===== src/rtl/uart_tx_arbiter.sv =====
// Round-robin arbiter that lets several byte producers share one uart_tx.
// An owner keeps the transmitter until its packet ends or its burst allowance runs out.
//
// state     | meaning
// IDLE      | no owner; pick the next requester from ptr upward
// GRANT     | owner held; wait for its next byte to be valid
// SEND      | start pulse and accept pulse for the latched byte
// WAIT_BUSY | wait for the transmitter to raise busy (bounded)
// WAIT_DONE | transmitter busy; wait for it to finish the byte
module uart_tx_arbiter #(
  parameter int NUM_REQ      = 4,
  parameter int MAX_BURST    = 16,
  parameter int BUSY_TIMEOUT = 3
) (
  input  logic                   clk_i,
  input  logic                   rst_n_i,
  input  logic [NUM_REQ-1:0]     req_valid_i,
  input  logic [8*NUM_REQ-1:0]   req_data_i,
  input  logic [NUM_REQ-1:0]     req_last_i,
  output logic [NUM_REQ-1:0]     req_ready_o,
  output logic [7:0]             tx_data_o,
  output logic                   tx_start_o,
  input  logic                   tx_busy_i,
  output logic [NUM_REQ-1:0]     grant_o,
  output logic                   busy_err_o
);

  localparam int IW = $clog2(NUM_REQ);
  localparam int TW = (BUSY_TIMEOUT < 2) ? 1 : $clog2(BUSY_TIMEOUT + 1);

  typedef enum logic [2:0] {
    IDLE      = 3'd0,
    GRANT     = 3'd1,
    SEND      = 3'd2,
    WAIT_BUSY = 3'd3,
    WAIT_DONE = 3'd4
  } state_t;

  state_t               state_q;
  logic [IW-1:0]        ptr_q;
  logic [IW-1:0]        owner_q;
  logic [7:0]           cnt_q;
  logic                 last_q;
  logic [TW-1:0]        tmo_q;
  logic [NUM_REQ-1:0]   grant_q;
  logic [NUM_REQ-1:0]   req_ready_q;
  logic [7:0]           tx_data_q;
  logic                 tx_start_q;
  logic                 busy_err_q;

  logic                 pick_vld;
  logic [IW-1:0]        pick_idx;
  logic [NUM_REQ-1:0]   pick_oh;
  logic [IW-1:0]        ptr_d;
  logic                 timeout;
  logic                 byte_done;
  logic                 pkt_done;
  logic [7:0]           owner_byte;

  // Lowest offset from ptr wins, so the loop runs downward and the last hit is kept.
  always_comb begin : arb
    logic [IW:0] sum;
    pick_vld = 1'b0;
    pick_idx = '0;
    sum      = '0;
    for (int k = NUM_REQ - 1; k >= 0; k--) begin
      sum = {1'b0, ptr_q} + (IW+1)'(k);
      if (sum >= (IW+1)'(NUM_REQ)) begin
        sum = sum - (IW+1)'(NUM_REQ);
      end
      if (req_valid_i[sum[IW-1:0]]) begin
        pick_vld = 1'b1;
        pick_idx = sum[IW-1:0];
      end
    end
  end

  assign pick_oh    = NUM_REQ'(1) << pick_idx;
  assign ptr_d      = (owner_q == IW'(NUM_REQ - 1)) ? '0 : owner_q + IW'(1);
  assign owner_byte = req_data_i[{owner_q, 3'b000} +: 8];

  // The SEND cycle already counts as one busy-low cycle, hence the <= 1 compare.
  assign timeout   = (state_q == WAIT_BUSY) && !tx_busy_i && (tmo_q <= TW'(1));
  assign byte_done = timeout || ((state_q == WAIT_DONE) && !tx_busy_i);
  assign pkt_done  = last_q || (cnt_q == 8'(MAX_BURST));

  always_ff @(posedge clk_i or negedge rst_n_i) begin
    if (!rst_n_i) begin
      state_q     <= IDLE;
      ptr_q       <= '0;
      owner_q     <= '0;
      cnt_q       <= '0;
      last_q      <= 1'b0;
      tmo_q       <= '0;
      grant_q     <= '0;
      req_ready_q <= '0;
      tx_data_q   <= '0;
      tx_start_q  <= 1'b0;
      busy_err_q  <= 1'b0;
    end else begin
      tx_start_q  <= 1'b0;
      req_ready_q <= '0;
      case (state_q)
        IDLE: begin
          if (pick_vld) begin
            owner_q <= pick_idx;
            grant_q <= pick_oh;
            cnt_q   <= '0;
            state_q <= GRANT;
          end
        end
        GRANT: begin
          if (req_valid_i[owner_q]) begin
            tx_data_q   <= owner_byte;
            last_q      <= req_last_i[owner_q];
            cnt_q       <= cnt_q + 8'd1;
            tx_start_q  <= 1'b1;
            req_ready_q <= grant_q;
            state_q     <= SEND;
          end
        end
        SEND: begin
          tmo_q   <= TW'(BUSY_TIMEOUT - 1);
          state_q <= WAIT_BUSY;
        end
        WAIT_BUSY, WAIT_DONE: begin
          if (state_q == WAIT_BUSY && tx_busy_i) begin
            state_q <= WAIT_DONE;
          end else if (byte_done) begin
            if (timeout) begin
              busy_err_q <= 1'b1;
            end
            if (pkt_done) begin
              ptr_q   <= ptr_d;
              grant_q <= '0;
              state_q <= IDLE;
            end else begin
              state_q <= GRANT;
            end
          end else if (state_q == WAIT_BUSY) begin
            tmo_q <= tmo_q - TW'(1);
          end
        end
        default: begin
          grant_q <= '0;
          state_q <= IDLE;
        end
      endcase
    end
  end

  assign req_ready_o = req_ready_q;
  assign tx_data_o   = tx_data_q;
  assign tx_start_o  = tx_start_q;
  assign grant_o     = grant_q;
  assign busy_err_o  = busy_err_q;

endmodule


===== config.mk =====
export PLATFORM = sky130hd
export DESIGN_NAME = uart_tx_arbiter
export DESIGN_NICKNAME = d
export VERILOG_FILES = /design/src/rtl/uart_tx_arbiter.sv
export SDC_FILE = /design/constraint.sdc
export NUM_CORES = 1
export LEC_CHECK = 0
export CAP_MARGIN = 20
export CORE_AREA = 2 2 80 67
export DETAILED_ROUTE_END_ITERATION = 8
export DIE_AREA = 0 0 82 69
export GPL_TIMING_DRIVEN = 0
export PLACE_DENSITY = 0.73
export SYNTH_ARGS = -nofsm -noshare
export SYNTH_HDL_FRONTEND = slang
export SYNTH_SLANG_ARGS = --single-unit

===== constraint.sdc =====
create_clock -name clk_i -period 1.92 [get_ports clk_i]
set_clock_uncertainty 0.15 [all_clocks]
set_input_delay 0.384 -clock clk_i [delete_from_list [all_inputs] [get_ports clk_i]]
set_output_delay 0.384 -clock clk_i [all_outputs]
set_load 0.1 [all_outputs]

Yosys cells after proc, flatten, opt, wreduce, memory -nomap -nowiden:

Cells that the tools add are included.

* flip-flop bits (word level): 36
* input bits: 43
* output and inout port bits: 18
* word-level logic and storage cells: 116

* add/sub/neg operators: 10
* $lt $le $gt $ge: 10
* equal/unequal tests: 14
* shifts and indexed selects: 2
* mux-type cells: 47
* bitwise gates (word level): 2
* reductions and logical operators: 20

Operators with widths (number)
* indexed part select 32 x 6 -> 8 bit: 1
* 2-to-1 mux 2 bit: 12
* 2-to-1 mux 4 bit: 6
* 2-to-1 mux 8 bit: 2
* case mux 8 bit (2 select lines): 1
* less-than comparator 2 x 3 -> 1 bit, second input constant: 5
* != test 2 bit, second input constant: 7
* 2-to-1 mux 1 bit: 13
* binary-select mux 1 bit (select 2 bit): 6
* 2-to-1 mux 3 bit: 4
* case mux 3 bit (4 select lines): 1
* case mux 4 bit (3 select lines): 1
* AND reduction 4 bit: 3
* subtractor 2 x 1 -> 2 bit, second input constant: 5
* greater-or-equal comparator 3 bit, second input constant: 3
* adder 8 x 1 -> 8 bit, second input constant: 1
* == test 8 x 5 -> 1 bit, second input constant: 1
* adder 2 x 2 -> 3 bit, second input constant: 2
* == test 3 x 2 -> 1 bit, second input constant: 2
* AND reduction 3 bit: 2
* AND reduction 5 bit: 1
* logical AND 1 bit: 4
* case mux 2 bit (2 select lines): 1
* AND reduction 2 bit: 2
* other kinds (15): 19

Logic depth before layout (Yosys ltp):

* depth after elaboration: 12
* depth in mapped cells: 7
* depth with buffers taken out: 7

Worst setup path before layout:

OpenSTA, ideal clock, no wires.

* kind: register -> register
* from: reg cnt_q[0]
* to: reg ptr_q[1]
* library setup time: 0.128 ns
* arrival: 1.567 ns
* data required time: 1.642 ns
* slack: 0.076 ns
* cell stages (with the launch flop): 7
* path buffers: 0
* period minus slack after synthesis: 1.844 ns
* cell sequence: dfrtp_1 > inv_1 > ha_1 > nor4b_1 > a31o_1 > nor3b_2 > mux2_1

* longest elaborated chain between the ends: 3

Ends and longest elaborated chain
* start, declared: line 42 `logic [7:0] cnt_q;`
* start signal, assigned: line 116 `cnt_q <= cnt_q + 8'd1;`
* == test 8 x 5 -> 1 bit: line 85 `assign pkt_done = last_q || (cnt_q == 8'(MAX_BURST));`
* logical OR 1 bit: line 85
* AND reduction 4 bit (no source line)
* end signal, assigned: line 134 `ptr_q <= ptr_d;`
* end, declared: line 40 `logic [IW-1:0] ptr_q;`

No other way between the ends.
A chain may end at the register's enable or synchronous reset.

Worst setup path in the final report:

* from: reg cnt_q[1]
* to: reg ptr_q[1]

Same word-level chain as after synthesis.

==> impl_metrics.ini <==
[setup_path]
r2r_slack_ns = 0.03
cp_max_fo = 4
reg2regPathDepth = 6
worstPathArrival_ns = 1.92
crit_type = register to register
path_cells = inv_2 > ha_4 > nor4b_4 > a31o_1 > nor3b_4 > mux2_4
required_ns = 1.95
reg2reg_from = cnt_q[1]$_DFFE_PN0P_
cpPeakStageDelay_ns = 0.39
cp_slowest_cell = dfrtp_1
cp-end-kind = register
r2r_end = ptr_q[1]$_DFFE_PN0P_
start_kind = register

[sta]
worstMarginPinSlew_ns = 0.824
drv_slew = 0
hold_viol_final = 0
period_share = 0.985
setup_viol_count_final = 0
slew_headroom = 0.451
fmax_mhz = 529
holdWs_ns = 0.0261
period_needed_ns = 1.89
rsz0062_at_grt = yes

[floorplanning]
die_area_mm2 = 0.00566
rows = 23
die_h_um = 69
chipWidth_um = 82
start_util = 0.397
num_io_pins = 61
fp.coreArea_mm2 = 0.00483

[routing]
routed_via_density = 5.24
drc = 0
first_pass_iters = 4
vias = 1677
drt-total-wl_mm = 4.88
drt_iter0_drc = 95
post_drt_wl_per_cell_um = 15.2
ant_nets = 0

[global_route]
grt_pass1_vias = 1745
grt_overflow = 0
antenna_found_initial = 0
grt_pass1_wl_mm = 8.25
track_usage = 0.189
grt_max_degree = 37

[synth]
synth-main-ff-cell = dfrtp_1
synth_cell_types = 46
synth-async-reset-ratio = 1.00
yosys_warnings = 0
ys_seq_area_frac = 0.469
synth_area_mm2 = 0.00192
synth-seq-cells = 36
synth-edff-count = 0
synth_area_per_cell_um2 = 10.3
postSynthNetCount = 233
syn_inst = 186

[placement]
place_congestion = 0.846
place_inst = 308
port_buffers = 60
place_area_mm2 = 0.00259
dpl.hpwl_mm = 3.60

[layout]
fin_nets = 304
area_delta_synth_final_pct = 46.4
fin_area_mm2 = 0.00281
final_cells = 320
fill_cells = 444
final_util = 0.581
drive_above_1_share = 0.240
antennaDiodeCount = 0

[clocking]
cts_buffers = 5
cts_buffer_depth = 2
cts-root-buf = clkbuf_8
cts_tree = done
insertion_delay_ns = 0.29
cts.sinks = 36
cts-htree-levels = 2
cts.clk_slew.worst_paths_ns = 0.07

[pwr]
ir_drop_mv = 0.825
power.density_mw_per_mm2 = 1630
power_uw = 4590
leakagePower_uw = 0.00125

[worst_hold_path]
hp-class = input port to async pin

[job]
maxCapViolCount = 0

[outcome]
status = finished clean
==> report_power, final <==
group          internal, uW  leakage [uW]  total, uW  switching, uW
registers              1010      0.000463       1190            176
clock network           291     0.0000445        568            277
logic                   919      0.000745       2830           1910
==> state kept, by name, summed over array words and instances (netlist names) <==
signal       cells
busy_err_o       1
req_ready_o      4
last_q           1
state_q          3
tmo_q            2
tx_data_o        8
ptr_q            2
owner_q          2
tx_start_o       1
cnt_q            8
grant_o          4
==> layer usage <==
metal | vias to the layer above | track usage | wire length, um
met3 | 9 | 0.0471 | 151
met1 | 819 | 0.257 | 2310
met2 | 32 | 0.291 | 2330
met4 | 0 | 0.0667 | 88
li1 | 817 | - | -
met5 | - | 0 | 0
==> Yosys cell counts (all sizes together), types with 2 or more instances <==
cell	n	area [um^2]
a21o	2	15.0
a21oi	4	20.0
a22o	3	26.3
a31oi	3	18.8
and2	5	33.8
and3	2	12.5
buf	5	27.5
clkbuf	2	7.51
dfrtp	36	901
ha	4	50.1
inv	7	26.3
mux4	10	225
nand2	41	154
nand2b	3	18.8
nand3	2	10.0
nand4	4	25.0
nor2	10	37.5
nor3	3	20.0
nor3b	3	27.5
nor4	2	12.5
o21ai	14	70.1
xor2	3	26.3
==> cell usage in the layout, fill, tap and decap left out, types with 3 or more instances in the layout <==
master	count
o21ai_0	12
nand2b_1	3
nor2_1	9
dlygate4sd2_1	4
mux4_2	10
a22o_1	3
nand4_1	4
buf_4	7
ha_1	3
a21oi_1	4
dfrtp_1	35
and2_1	4
clkbuf_8	6
clkdlybuf4s50_1	37
inv_1	4
buf_2	4
xor2_1	3
a31oi_1	3
nand2_1	40
clkdlybuf4s15_2	18
==> repair_timing <==
action,in CTS,in global routing
hold buffers,0,0
pin swaps,2,2
gates resized for setup,69,9
endpoints found under the setup margin,41,17
setup buffers,4,1
==> worst max path at each step <==
| stage | startpoint | to | slack, ns |
|---|---|---|---|
| 6_report | cnt_q[1]$_DFFE_PN0P_ | ptr_q[1]$_DFFE_PN0P_ | 0.03 |
| 5_1_grt | cnt_q[0]$_DFFE_PN0P_ | grant_o[2]$_DFFE_PN0P_ | -0.06 |
| 4_1_cts | owner_q[1]$_DFFE_PN0P_ | cnt_q[5]$_DFFE_PN0P_ | 0.008 |
| 3_5_place_dp | req_valid_i[0] | cnt_q[5]$_DFFE_PN0P_ | -0.48 |
| 3_3_place_gp | rst_n_i | tmo_q[0]$_DFFE_PN0P_ | -0.53 |
| 2_1_floorplan | cnt_q[0]$_DFFE_PN0P_ | ptr_q[1]$_DFFE_PN0P_ | 0.08 |
==> critical path: cells and delay by family, from the launching register on <==
| kind | cells | cell delay (ns) |
|---|---|---|
| AOI/OAI and AO/OA | 1 | 0.22 |
| adders and majority gates | 1 | 0.12 |
| buffers and inverters | 1 | 0.07 |
| DFF | 1 | 0.39 |
| muxes | 1 | 0.33 |
| and+or+nand+nor | 2 | 0.49 |
==> layout make-up <==
type | count | area (um^2) | share of cell area
Clock buffer | 7 | 86.3 | 0.0307
Buffer | 6 | 33.8 | 0.0120
Sequential cell | 36 | 902 | 0.321
Multi-Input combinational cell | 136 | 1020 | 0.364
Timing Repair Buffer | 65 | 651 | 0.232
Clock inverter | 1 | 7.51 | 0.00267
Inverter | 7 | 28.8 | 0.0102
Tap cell | 62 | 77.6 | 0.0276
==> metrics by stage <==
step | worst slack, ns | TNS (ns)
final | 0.0281 | 0
after global routing | -0.0597 | -0.214
after CTS | 0.00771 | 0
after global placement | -0.534 | -31.26
after floorplan | 0.0757 | 0
after detailed placement | -0.484 | -12.54
==> logic make-up after synthesis <==
kind of cell / after synthesis / share of synthesized area
fa+ha+maj: 4 / 0.0261
flops: 36 / 0.469
xor+xnor: 3 / 0.0137
buf+inv: 14 / 0.0319
compound gates: 38 / 0.132
mux: 12 / 0.128
simple gates: 79 / 0.198
No activity file was read; power rests on OpenSTA's default activity.
